--- src/rtl/pkc_pkg.sv ---
// Shared parameters, FSM state encoding and helpers for the McEliece-style PKC datapath.
package pkc_pkg;
  localparam int unsigned Q        = 3;
  localparam int unsigned T        = 1;
  localparam int unsigned NMSG     = Q * Q;
  localparam int unsigned NCHK     = 2 * T * Q;
  localparam int unsigned K        = NMSG + NCHK;
  localparam int unsigned MAX_ITER = 2 * T + 1;
  localparam int unsigned CNT_W    = $clog2(K + 1);
  localparam int unsigned ITER_W   = $clog2(MAX_ITER + 1);

  typedef enum logic [4:0] {
    IDLE, LD_G, GAP_S, LD_S, GAP_P, LD_P, KEYGEN, KEY_RDY, LD_HR, GAP_HC,
    LD_HC, GAP_SI, LD_SI, GAP_PI, LD_PI, DEC_PERM, DEC_SYN, DEC_UNSCR, DONE
  } pkc_state_e;

  function automatic int unsigned popcnt(input logic [NCHK-1:0] v);
    int unsigned c;
    c = 0;
    for (int unsigned i = 0; i < NCHK; i++)
      if (v[i]) c++;
    return c;
  endfunction
endpackage

--- src/rtl/pkc_syndrome_decoder.sv ---
// Iterative bit-flipping syndrome decoder; vectors use MSB = index 0.
module pkc_syndrome_decoder
  import pkc_pkg::*;
(
  input  logic            clk,
  input  logic            reset,
  input  logic            i_start,
  input  logic [K-1:0]    i_hrow [NCHK],
  input  logic [NCHK-1:0] i_hcol [K],
  input  logic [K-1:0]    i_c,
  output logic [K-1:0]    o_c,
  output logic            o_done
);
  logic [K-1:0]      r_c;
  logic [ITER_W-1:0] r_iter;
  logic              r_busy;
  logic              r_done;
  logic [NCHK-1:0]   w_syn;
  logic [K-1:0]      w_flip;

  always_comb begin
    w_syn  = '0;
    w_flip = '0;
    for (int unsigned r = 0; r < NCHK; r++)
      w_syn[NCHK-1-r] = ^(i_hrow[r] & r_c);
    // Flip a bit only when every check it participates in is unsatisfied.
    for (int unsigned j = 0; j < K; j++)
      w_flip[K-1-j] = (popcnt(w_syn & i_hcol[j]) == popcnt(i_hcol[j]));
  end

  always_ff @(posedge clk) begin
    if (reset) begin
      r_c    <= '0;
      r_iter <= '0;
      r_busy <= 1'b0;
      r_done <= 1'b0;
    end else if (i_start) begin
      r_c    <= i_c;
      r_iter <= '0;
      r_busy <= 1'b1;
      r_done <= 1'b0;
    end else if (r_busy) begin
      if (w_syn == '0 || r_iter == ITER_W'(MAX_ITER)) begin
        r_busy <= 1'b0;
        r_done <= 1'b1;
      end else begin
        r_c    <= r_c ^ w_flip;
        r_iter <= r_iter + ITER_W'(1);
      end
    end
  end

  assign o_c    = r_c;
  assign o_done = r_done;
endmodule

--- src/rtl/mceliece_pkc_top.sv ---
// McEliece-style key load, public-key generation, encryption and decryption.
// Optional debug outputs (ciphertext, key_ready) enabled by PKC_DEBUG_PORTS_EN.
module mceliece_pkc_top
  import pkc_pkg::*;
(
  input  logic            clk,
  input  logic            reset,
  input  logic            start,
  input  logic            generator_ready,
  input  logic [K-1:0]    generator,
  input  logic            S_ready,
  input  logic [NMSG-1:0] S,
  input  logic            P_ready,
  input  logic [K-1:0]    P,
  input  logic [NMSG-1:0] message,
  input  logic [K-1:0]    error,
  input  logic            parity_ready,
  input  logic [K-1:0]    parity_check_row,
  input  logic [NCHK-1:0] parity_check_col,
  input  logic            S_inv_ready,
  input  logic [NMSG-1:0] S_inv,
  input  logic            P_inv_ready,
  input  logic [K-1:0]    P_inv,
  output logic [NMSG-1:0] dec_message,
  output logic            dec_msg_ready
`ifdef PKC_DEBUG_PORTS_EN
  ,
  output logic [K-1:0]    ciphertext,
  output logic            key_ready
`endif
);
  pkc_state_e      r_state;
  logic [CNT_W-1:0] r_cnt;
  logic [K-1:0]    r_g    [NMSG];
  logic [NMSG-1:0] r_s    [NMSG];
  logic [K-1:0]    r_p    [K];
  logic [K-1:0]    r_gpub [NMSG];
  logic [K-1:0]    r_hr   [NCHK];
  logic [NCHK-1:0] r_hc   [K];
  logic [NMSG-1:0] r_si   [NMSG];
  logic [K-1:0]    r_pi   [K];
  logic [K-1:0]    r_c;
  logic [K-1:0]    r_cp;
  logic            r_dec_start;
  logic [NMSG-1:0] r_dec_message;
  logic            r_dec_msg_ready;

  logic            w_ready, w_last;
  int unsigned     w_lim;
  logic [NMSG-1:0] w_srow, w_msg;
  logic [K-1:0]    w_sg, w_gp, w_c, w_cp, w_dec_c;
  logic            w_dec_done;

  always_comb begin
    w_ready = 1'b0;
    w_lim   = NMSG;
    case (r_state)
      LD_G:    w_ready = generator_ready;
      LD_S:    w_ready = S_ready;
      LD_P:    begin w_ready = P_ready;      w_lim = K;    end
      KEYGEN:  w_ready = 1'b1;
      LD_HR:   begin w_ready = parity_ready; w_lim = NCHK; end
      LD_HC:   begin w_ready = parity_ready; w_lim = K;    end
      LD_SI:   w_ready = S_inv_ready;
      LD_PI:   begin w_ready = P_inv_ready;  w_lim = K;    end
      default: ;
    endcase
    w_last = (r_cnt == CNT_W'(w_lim - 1));
  end

  always_comb begin
    w_srow = '0;
    w_sg   = '0;
    w_gp   = '0;
    w_c    = '0;
    w_cp   = '0;
    w_msg  = '0;
    for (int unsigned i = 0; i < NMSG; i++)
      if (r_cnt == CNT_W'(i)) w_srow = r_s[i];
    for (int unsigned k = 0; k < NMSG; k++)
      if (w_srow[NMSG-1-k]) w_sg ^= r_g[k];
    for (int unsigned j = 0; j < K; j++)
      w_gp[K-1-j] = ^(w_sg & r_p[j]);
    for (int unsigned i = 0; i < NMSG; i++)
      if (message[NMSG-1-i]) w_c ^= r_gpub[i];
    w_c = w_c ^ error;
    for (int unsigned j = 0; j < K; j++)
      w_cp[K-1-j] = ^(r_c & r_pi[j]);
    for (int unsigned i = 0; i < NMSG; i++)
      if (r_cp[K-1-i]) w_msg ^= r_si[i];
  end

  pkc_syndrome_decoder u_dec (
    .clk     (clk),
    .reset   (reset),
    .i_start (r_dec_start),
    .i_hrow  (r_hr),
    .i_hcol  (r_hc),
    .i_c     (r_cp),
    .o_c     (w_dec_c),
    .o_done  (w_dec_done)
  );

  always_ff @(posedge clk) begin
    if (reset) begin
      r_state         <= IDLE;
      r_cnt           <= '0;
      r_c             <= '0;
      r_cp            <= '0;
      r_dec_start     <= 1'b0;
      r_dec_message   <= '0;
      r_dec_msg_ready <= 1'b0;
      for (int unsigned i = 0; i < NMSG; i++) begin
        r_g[i] <= '0; r_s[i] <= '0; r_gpub[i] <= '0; r_si[i] <= '0;
      end
      for (int unsigned i = 0; i < K; i++) begin
        r_p[i] <= '0; r_hc[i] <= '0; r_pi[i] <= '0;
      end
      for (int unsigned i = 0; i < NCHK; i++) r_hr[i] <= '0;
    end else begin
      // One shared word/row counter serves every load state and KEYGEN.
      if (w_ready) r_cnt <= w_last ? '0 : r_cnt + CNT_W'(1);
      case (r_state)
        IDLE:    if (start) r_state <= LD_G;
        LD_G:    if (generator_ready) begin
                   for (int unsigned i = 0; i < NMSG; i++)
                     if (r_cnt == CNT_W'(i)) r_g[i] <= generator;
                   if (w_last) r_state <= GAP_S;
                 end
        GAP_S:   r_state <= LD_S;
        LD_S:    if (S_ready) begin
                   for (int unsigned i = 0; i < NMSG; i++)
                     if (r_cnt == CNT_W'(i)) r_s[i] <= S;
                   if (w_last) r_state <= GAP_P;
                 end
        GAP_P:   r_state <= LD_P;
        LD_P:    if (P_ready) begin
                   for (int unsigned i = 0; i < K; i++)
                     if (r_cnt == CNT_W'(i)) r_p[i] <= P;
                   if (w_last) r_state <= KEYGEN;
                 end
        KEYGEN:  begin
                   for (int unsigned i = 0; i < NMSG; i++)
                     if (r_cnt == CNT_W'(i)) r_gpub[i] <= w_gp;
                   if (w_last) r_state <= KEY_RDY;
                 end
        KEY_RDY: if (parity_ready) begin
                   r_c     <= w_c;
                   r_state <= LD_HR;
                 end
        LD_HR:   if (parity_ready) begin
                   for (int unsigned i = 0; i < NCHK; i++)
                     if (r_cnt == CNT_W'(i)) r_hr[i] <= parity_check_row;
                   if (w_last) r_state <= GAP_HC;
                 end
        GAP_HC:  r_state <= LD_HC;
        LD_HC:   if (parity_ready) begin
                   for (int unsigned i = 0; i < K; i++)
                     if (r_cnt == CNT_W'(i)) r_hc[i] <= parity_check_col;
                   if (w_last) r_state <= GAP_SI;
                 end
        GAP_SI:  r_state <= LD_SI;
        LD_SI:   if (S_inv_ready) begin
                   for (int unsigned i = 0; i < NMSG; i++)
                     if (r_cnt == CNT_W'(i)) r_si[i] <= S_inv;
                   if (w_last) r_state <= GAP_PI;
                 end
        GAP_PI:  r_state <= LD_PI;
        LD_PI:   if (P_inv_ready) begin
                   for (int unsigned i = 0; i < K; i++)
                     if (r_cnt == CNT_W'(i)) r_pi[i] <= P_inv;
                   if (w_last) r_state <= DEC_PERM;
                 end
        DEC_PERM: begin
                   r_cp        <= w_cp;
                   r_dec_start <= 1'b1;
                   r_state     <= DEC_SYN;
                 end
        DEC_SYN: begin
                   r_dec_start <= 1'b0;
                   if (w_dec_done) begin
                     r_cp    <= w_dec_c;
                     r_state <= DEC_UNSCR;
                   end
                 end
        DEC_UNSCR: begin
                   r_dec_message   <= w_msg;
                   r_dec_msg_ready <= 1'b1;
                   r_state         <= DONE;
                 end
        DONE:    ;
        default: r_state <= IDLE;
      endcase
    end
  end

  assign dec_message   = r_dec_message;
  assign dec_msg_ready = r_dec_msg_ready;
`ifdef PKC_DEBUG_PORTS_EN
  assign ciphertext = r_c;
  assign key_ready  = (r_state >= KEY_RDY);
`endif
endmodule

--- config.mk ---
export PLATFORM = sky130hd
export DESIGN_NAME = mceliece_pkc_top
export DESIGN_NICKNAME = d
export VERILOG_FILES = /design/src/rtl/pkc_pkg.sv /design/src/rtl/pkc_syndrome_decoder.sv /design/src/rtl/mceliece_pkc_top.sv
export SDC_FILE = /design/constraint.sdc
export NUM_CORES = 2
export LEC_CHECK = 0
export CELL_PAD_IN_SITES_DETAIL_PLACEMENT = 0
export CELL_PAD_IN_SITES_GLOBAL_PLACEMENT = 1
export CORE_ASPECT_RATIO = 1.4
export CORE_MARGIN = 2
export CORE_UTILIZATION = 40
export CTS_CLUSTER_DIAMETER = 100
export DETAILED_ROUTE_END_ITERATION = 10
export PLACE_DENSITY = 0.67
export SLEW_MARGIN = 25
export SYNTH_ARGS = -nofsm -noshare
export SYNTH_HDL_FRONTEND = slang
export SYNTH_HIERARCHICAL = 1
export SYNTH_SLANG_ARGS = --single-unit
--- constraint.sdc ---
create_clock -name clk -period 7 [get_ports clk]
set_input_delay 1.4 -clock clk [delete_from_list [all_inputs] [get_ports clk]]
set_output_delay 1.4 -clock clk [all_outputs]
set_load 0.005 [all_outputs]
==> results.yml <==
synth:
  synth.net_count: 6193
  yosys_warnings: 6
  most_instantiated_library_cell_after_synthesis: "sky130_fd_sc_hd__nand2_1"
  synth_enable_flop_cells: 882
  synth.cell_area_um2: 61520
  synthesis.instances: 5921
  synth_commonest_cells: "1,364 x sky130_fd_sc_hd__nand2_1, 882 x sky130_fd_sc_hd__edfxtp_1, 651 x sky130_fd_sc_hd__xnor2_1"
  netlist-cell-type-count: 105
  synth_seq_cells: 1131
  synth-async-reset-ratio: 0
  synth-seq-area-share: 0.5116
  avgSynthCellArea_um2: 10.39
  synth_flop_type: "sky130_fd_sc_hd__edfxtp_1"
  synth.top_cell.area_share: 0.4305
  synth_area_leader_cell: "sky130_fd_sc_hd__edfxtp_1"
  synth_top_cells_by_area: "sky130_fd_sc_hd__edfxtp_1 43%, sky130_fd_sc_hd__xnor2_1 9.3%, sky130_fd_sc_hd__nand2_1 8.3%, sky130_fd_sc_hd__dfxtp_1 8.1%, sky130_fd_sc_hd__xnor3_1 3.6%"
cts:
  tritoncts: "done"
  numClockSinks: 1131
  clk_pin_slew_worst_paths_ps: 60
  cts_hold_buf: 0
  clock_latency_ps: 760
  cts_repair_resize_count: 0
  cts_root_buffer: "sky130_fd_sc_hd__clkbuf_16"
  postCtsSetupBuffers: 0
  inserted_clock_buffers: 115
  h-tree-depth: 3
  cts-root-to-sink-buffers: 3
global_routing:
  vias_in_the_first_global_route: 41210
  grt_first_pass_wirelength_um: 259700
  use_met2: 0.4143
  met1_track_demand_over_resource_in_global_routing: 0.2625
  global_route.peak_usage_layer: "met2"
  grt_overflow_total: 0
  grt_usage: 0.2203
  antenna_found_initial: 6
  use_met3: 0.02504
  grt_max_degree: 94
timing:
  grt_setup_unrepaired: "false"
  slew_viol_final: 0
  tightestPinTransition_ps: 1066
  worst_clock_skew_ps: 34.77
  min_period_over_period: 0.8609
  maxClockFrequency_mhz: 165.9
  report.final.hold_viol_count: 0
  relSlewSlack: 0.2885
  timing.hold.ws_ps: 447.9
  setup_viol: 0
  finalSetupTns_ps: 0
  timing.final.crit_period_ps: 6026
finish:
  post_route_cells_drive_above_1_share: 0.07122
  multi_input_area_um2: 28180
  ff_latch_area_um2: 31470
  syn_to_final_growth_pct: 11.93
  fillCellCount: 14290
  final_net_count: 6213
  finish.cell_count_without_fillers: 8018
placed_design:
  dp_hpwl_um: 118400
  portBuffers: 126
  globalplace.congestion: 0.8313
  numPlacedInstances: 7802
drt:
  avgRoutedWirePerCell_um: 21.72
  dr.pass1.iters: 5
  drt-vias-per-instance: 5.190
  count_of_antenna_violating_nets_left_after_detailed_routing: 0
  drc: 0
  drt-initial-drc-count: 2703
  finalWirelength_um: 174200
  total_vias_in_the_final_route: 41610
setup_path:
  r2r_start: "u_dec/o_c[2]$_SDFFE_PP0P_"
  cp.depth: 26
  critical_path_arrival_ps: 6680
  setup.worst_path.class: "flip-flop to flip-flop"
  reg2reg_depth: 26
  cp_num_buf_inv: 3
  cp.required_ps: 7660
  critical_path.endpoint_type: "flip-flop"
  critPathMostFrequentCell: "sky130_fd_sc_hd__xnor2_1"
  worst_path_dominant_cell_family: "XOR/XNOR gates"
  critical_path_peak_fanout: 16
  max_stage_delay_ps: 590
  slowest_library_cell_on_the_worst_path: "sky130_fd_sc_hd__dfxtp_1"
  rr_endpoint: "u_dec/o_c[13]$_SDFFE_PP0P_"
  setup.reg_to_reg.worst_slack_ps: 970
  worstSetupStartpointType: "flip-flop"
floorplan:
  initial_utilization: 0.4022
  full_die_area_um2: 157000
  io_pins: 127
  die_height_um: 468.0
  core_area_um2: 152900
  placementRows: 170
  floorplan.die.width_um: 335.4
min_path:
  min_path_type: "flip-flop to flip-flop"
  min_delay_path_depth: 2
  worst_hold_startpoint: "dec_msg_ready$_SDFFE_PP0P_"
  worstHoldEndpoint: "dec_msg_ready$_SDFFE_PP0P_"
run_status:
  run_status: "finished clean"
pwr:
  total_leakage_power_nw: 25.90
  power.density_cell_area_nw_per_um2: 295.2
  max-vdd-ir-drop_v: 0.0003051
  total_power_mw: 20.32
flow_run:
  drv_cap: 0
[kinds of logic after synthesis]
group,share of synthesized area
buffers and inverters,0.03311
AND/OR/NAND/NOR,0.1695
flip-flops,0.5116
adder cells (fa/ha/maj),0.03153
multiplexers,0.01639
XOR/XNOR,0.1769
AO/OA/AOI/OAI,0.06094
[tightest hold or removal path: stages (launching register included)]
cell                      delay [ps]
sky130_fd_sc_hd__dfxtp_1         310
sky130_fd_sc_hd__inv_1            50
sky130_fd_sc_hd__a21oi_1          50
[cell type report]
type | count | share of cell area
multi-input cells | 4291 | 0.4093
inverters | 166 | 0.009049
well taps | 1978 | 0.03594
clock inverters | 79 | 0.01443
flip-flops and latches | 1131 | 0.4571
clock buffers | 135 | 0.04408
diodes | 2 | 0.00007269
repair buffers | 236 | 0.03009
[registers in the layout (all words and copies together), names as in the netlist]
register	count
dec_message	9
dec_msg_ready	1
r_c	15
r_cnt	4
r_cp	15
r_dec_start	1
r_g	135
r_gpub	135
r_hc	90
r_hr	90
r_p	225
r_pi	225
r_s	81
r_si	81
r_state	5
u_dec/o_c	15
u_dec/o_done	1
u_dec/r_busy	1
u_dec/r_iter	2
[cells in the final DEF (no fill, tap or decap), types with 14 or more instances in the layout]
cell / n
sky130_fd_sc_hd__o21ai_0: 53
sky130_fd_sc_hd__nor2b_1: 17
sky130_fd_sc_hd__clkbuf_1: 14
sky130_fd_sc_hd__edfxtp_1: 882
sky130_fd_sc_hd__nor3b_1: 16
sky130_fd_sc_hd__mux2_2: 30
sky130_fd_sc_hd__o21bai_1: 16
sky130_fd_sc_hd__a21o_1: 14
sky130_fd_sc_hd__bufinv_16: 21
sky130_fd_sc_hd__a31oi_1: 15
sky130_fd_sc_hd__inv_1: 164
sky130_fd_sc_hd__mux2i_1: 67
sky130_fd_sc_hd__nor3_1: 28
sky130_fd_sc_hd__nor2_1: 538
sky130_fd_sc_hd__xor3_1: 26
sky130_fd_sc_hd__and3_1: 33
sky130_fd_sc_hd__and2_1: 77
sky130_fd_sc_hd__clkdlybuf4s50_1: 121
sky130_fd_sc_hd__buf_4: 110
sky130_fd_sc_hd__a21oi_1: 243
sky130_fd_sc_hd__nand4_1: 34
sky130_fd_sc_hd__o21bai_2: 16
sky130_fd_sc_hd__xor2_1: 247
sky130_fd_sc_hd__dfxtp_1: 248
sky130_fd_sc_hd__nand3_1: 156
sky130_fd_sc_hd__xnor2_1: 649
sky130_fd_sc_hd__nand2b_1: 64
sky130_fd_sc_hd__clkinv_2: 23
sky130_fd_sc_hd__clkbuf_16: 117
sky130_fd_sc_hd__a211oi_1: 49
sky130_fd_sc_hd__ha_1: 155
sky130_fd_sc_hd__clkinv_1: 14
sky130_fd_sc_hd__nand3b_1: 16
sky130_fd_sc_hd__xnor3_1: 97
sky130_fd_sc_hd__nand2_1: 1363
[per-stage QoR]
stage	util	cell area [um2]	worst slack, ps
floorplan	-	61520	1441
global placement	0.4233	64740	1019
detailed placement	0.4237	64790	956.3
CTS	0.4500	68820	907.1
global route	0.4502	68850	522.7
finish	0.4502	68850	973.7
[power by group]
part           internal (mW)  leakage, nW  switching (mW)
registers               7.50         11.0          0.0941
clock network           3.88         1.97            2.76
logic                   2.83         12.9            3.26
[worst max-delay path by stage]
stage | startpoint | end | slack [ps]
2_1_floorplan | u_dec/o_c[12]$_SDFFE_PP0P_ | u_dec/o_c[3]$_SDFFE_PP0P_ | 1440
3_3_place_gp | u_dec/o_c[2]$_SDFFE_PP0P_ | u_dec/o_c[13]$_SDFFE_PP0P_ | 1020
3_5_place_dp | u_dec/o_c[2]$_SDFFE_PP0P_ | u_dec/o_c[8]$_SDFFE_PP0P_ | 960
4_1_cts | u_dec/o_c[2]$_SDFFE_PP0P_ | u_dec/o_c[13]$_SDFFE_PP0P_ | 910
5_1_grt | u_dec/o_c[2]$_SDFFE_PP0P_ | u_dec/o_c[13]$_SDFFE_PP0P_ | 520
6_report | u_dec/o_c[2]$_SDFFE_PP0P_ | u_dec/o_c[13]$_SDFFE_PP0P_ | 970
[per-layer routing]
layer,wire length [um],vias up
li1,-,20050
met1,70900,20530
met2,92530,805
met3,6405,225
met4,4321,4
met5,25,-
No activity file was read; power rests on OpenSTA's default activity.
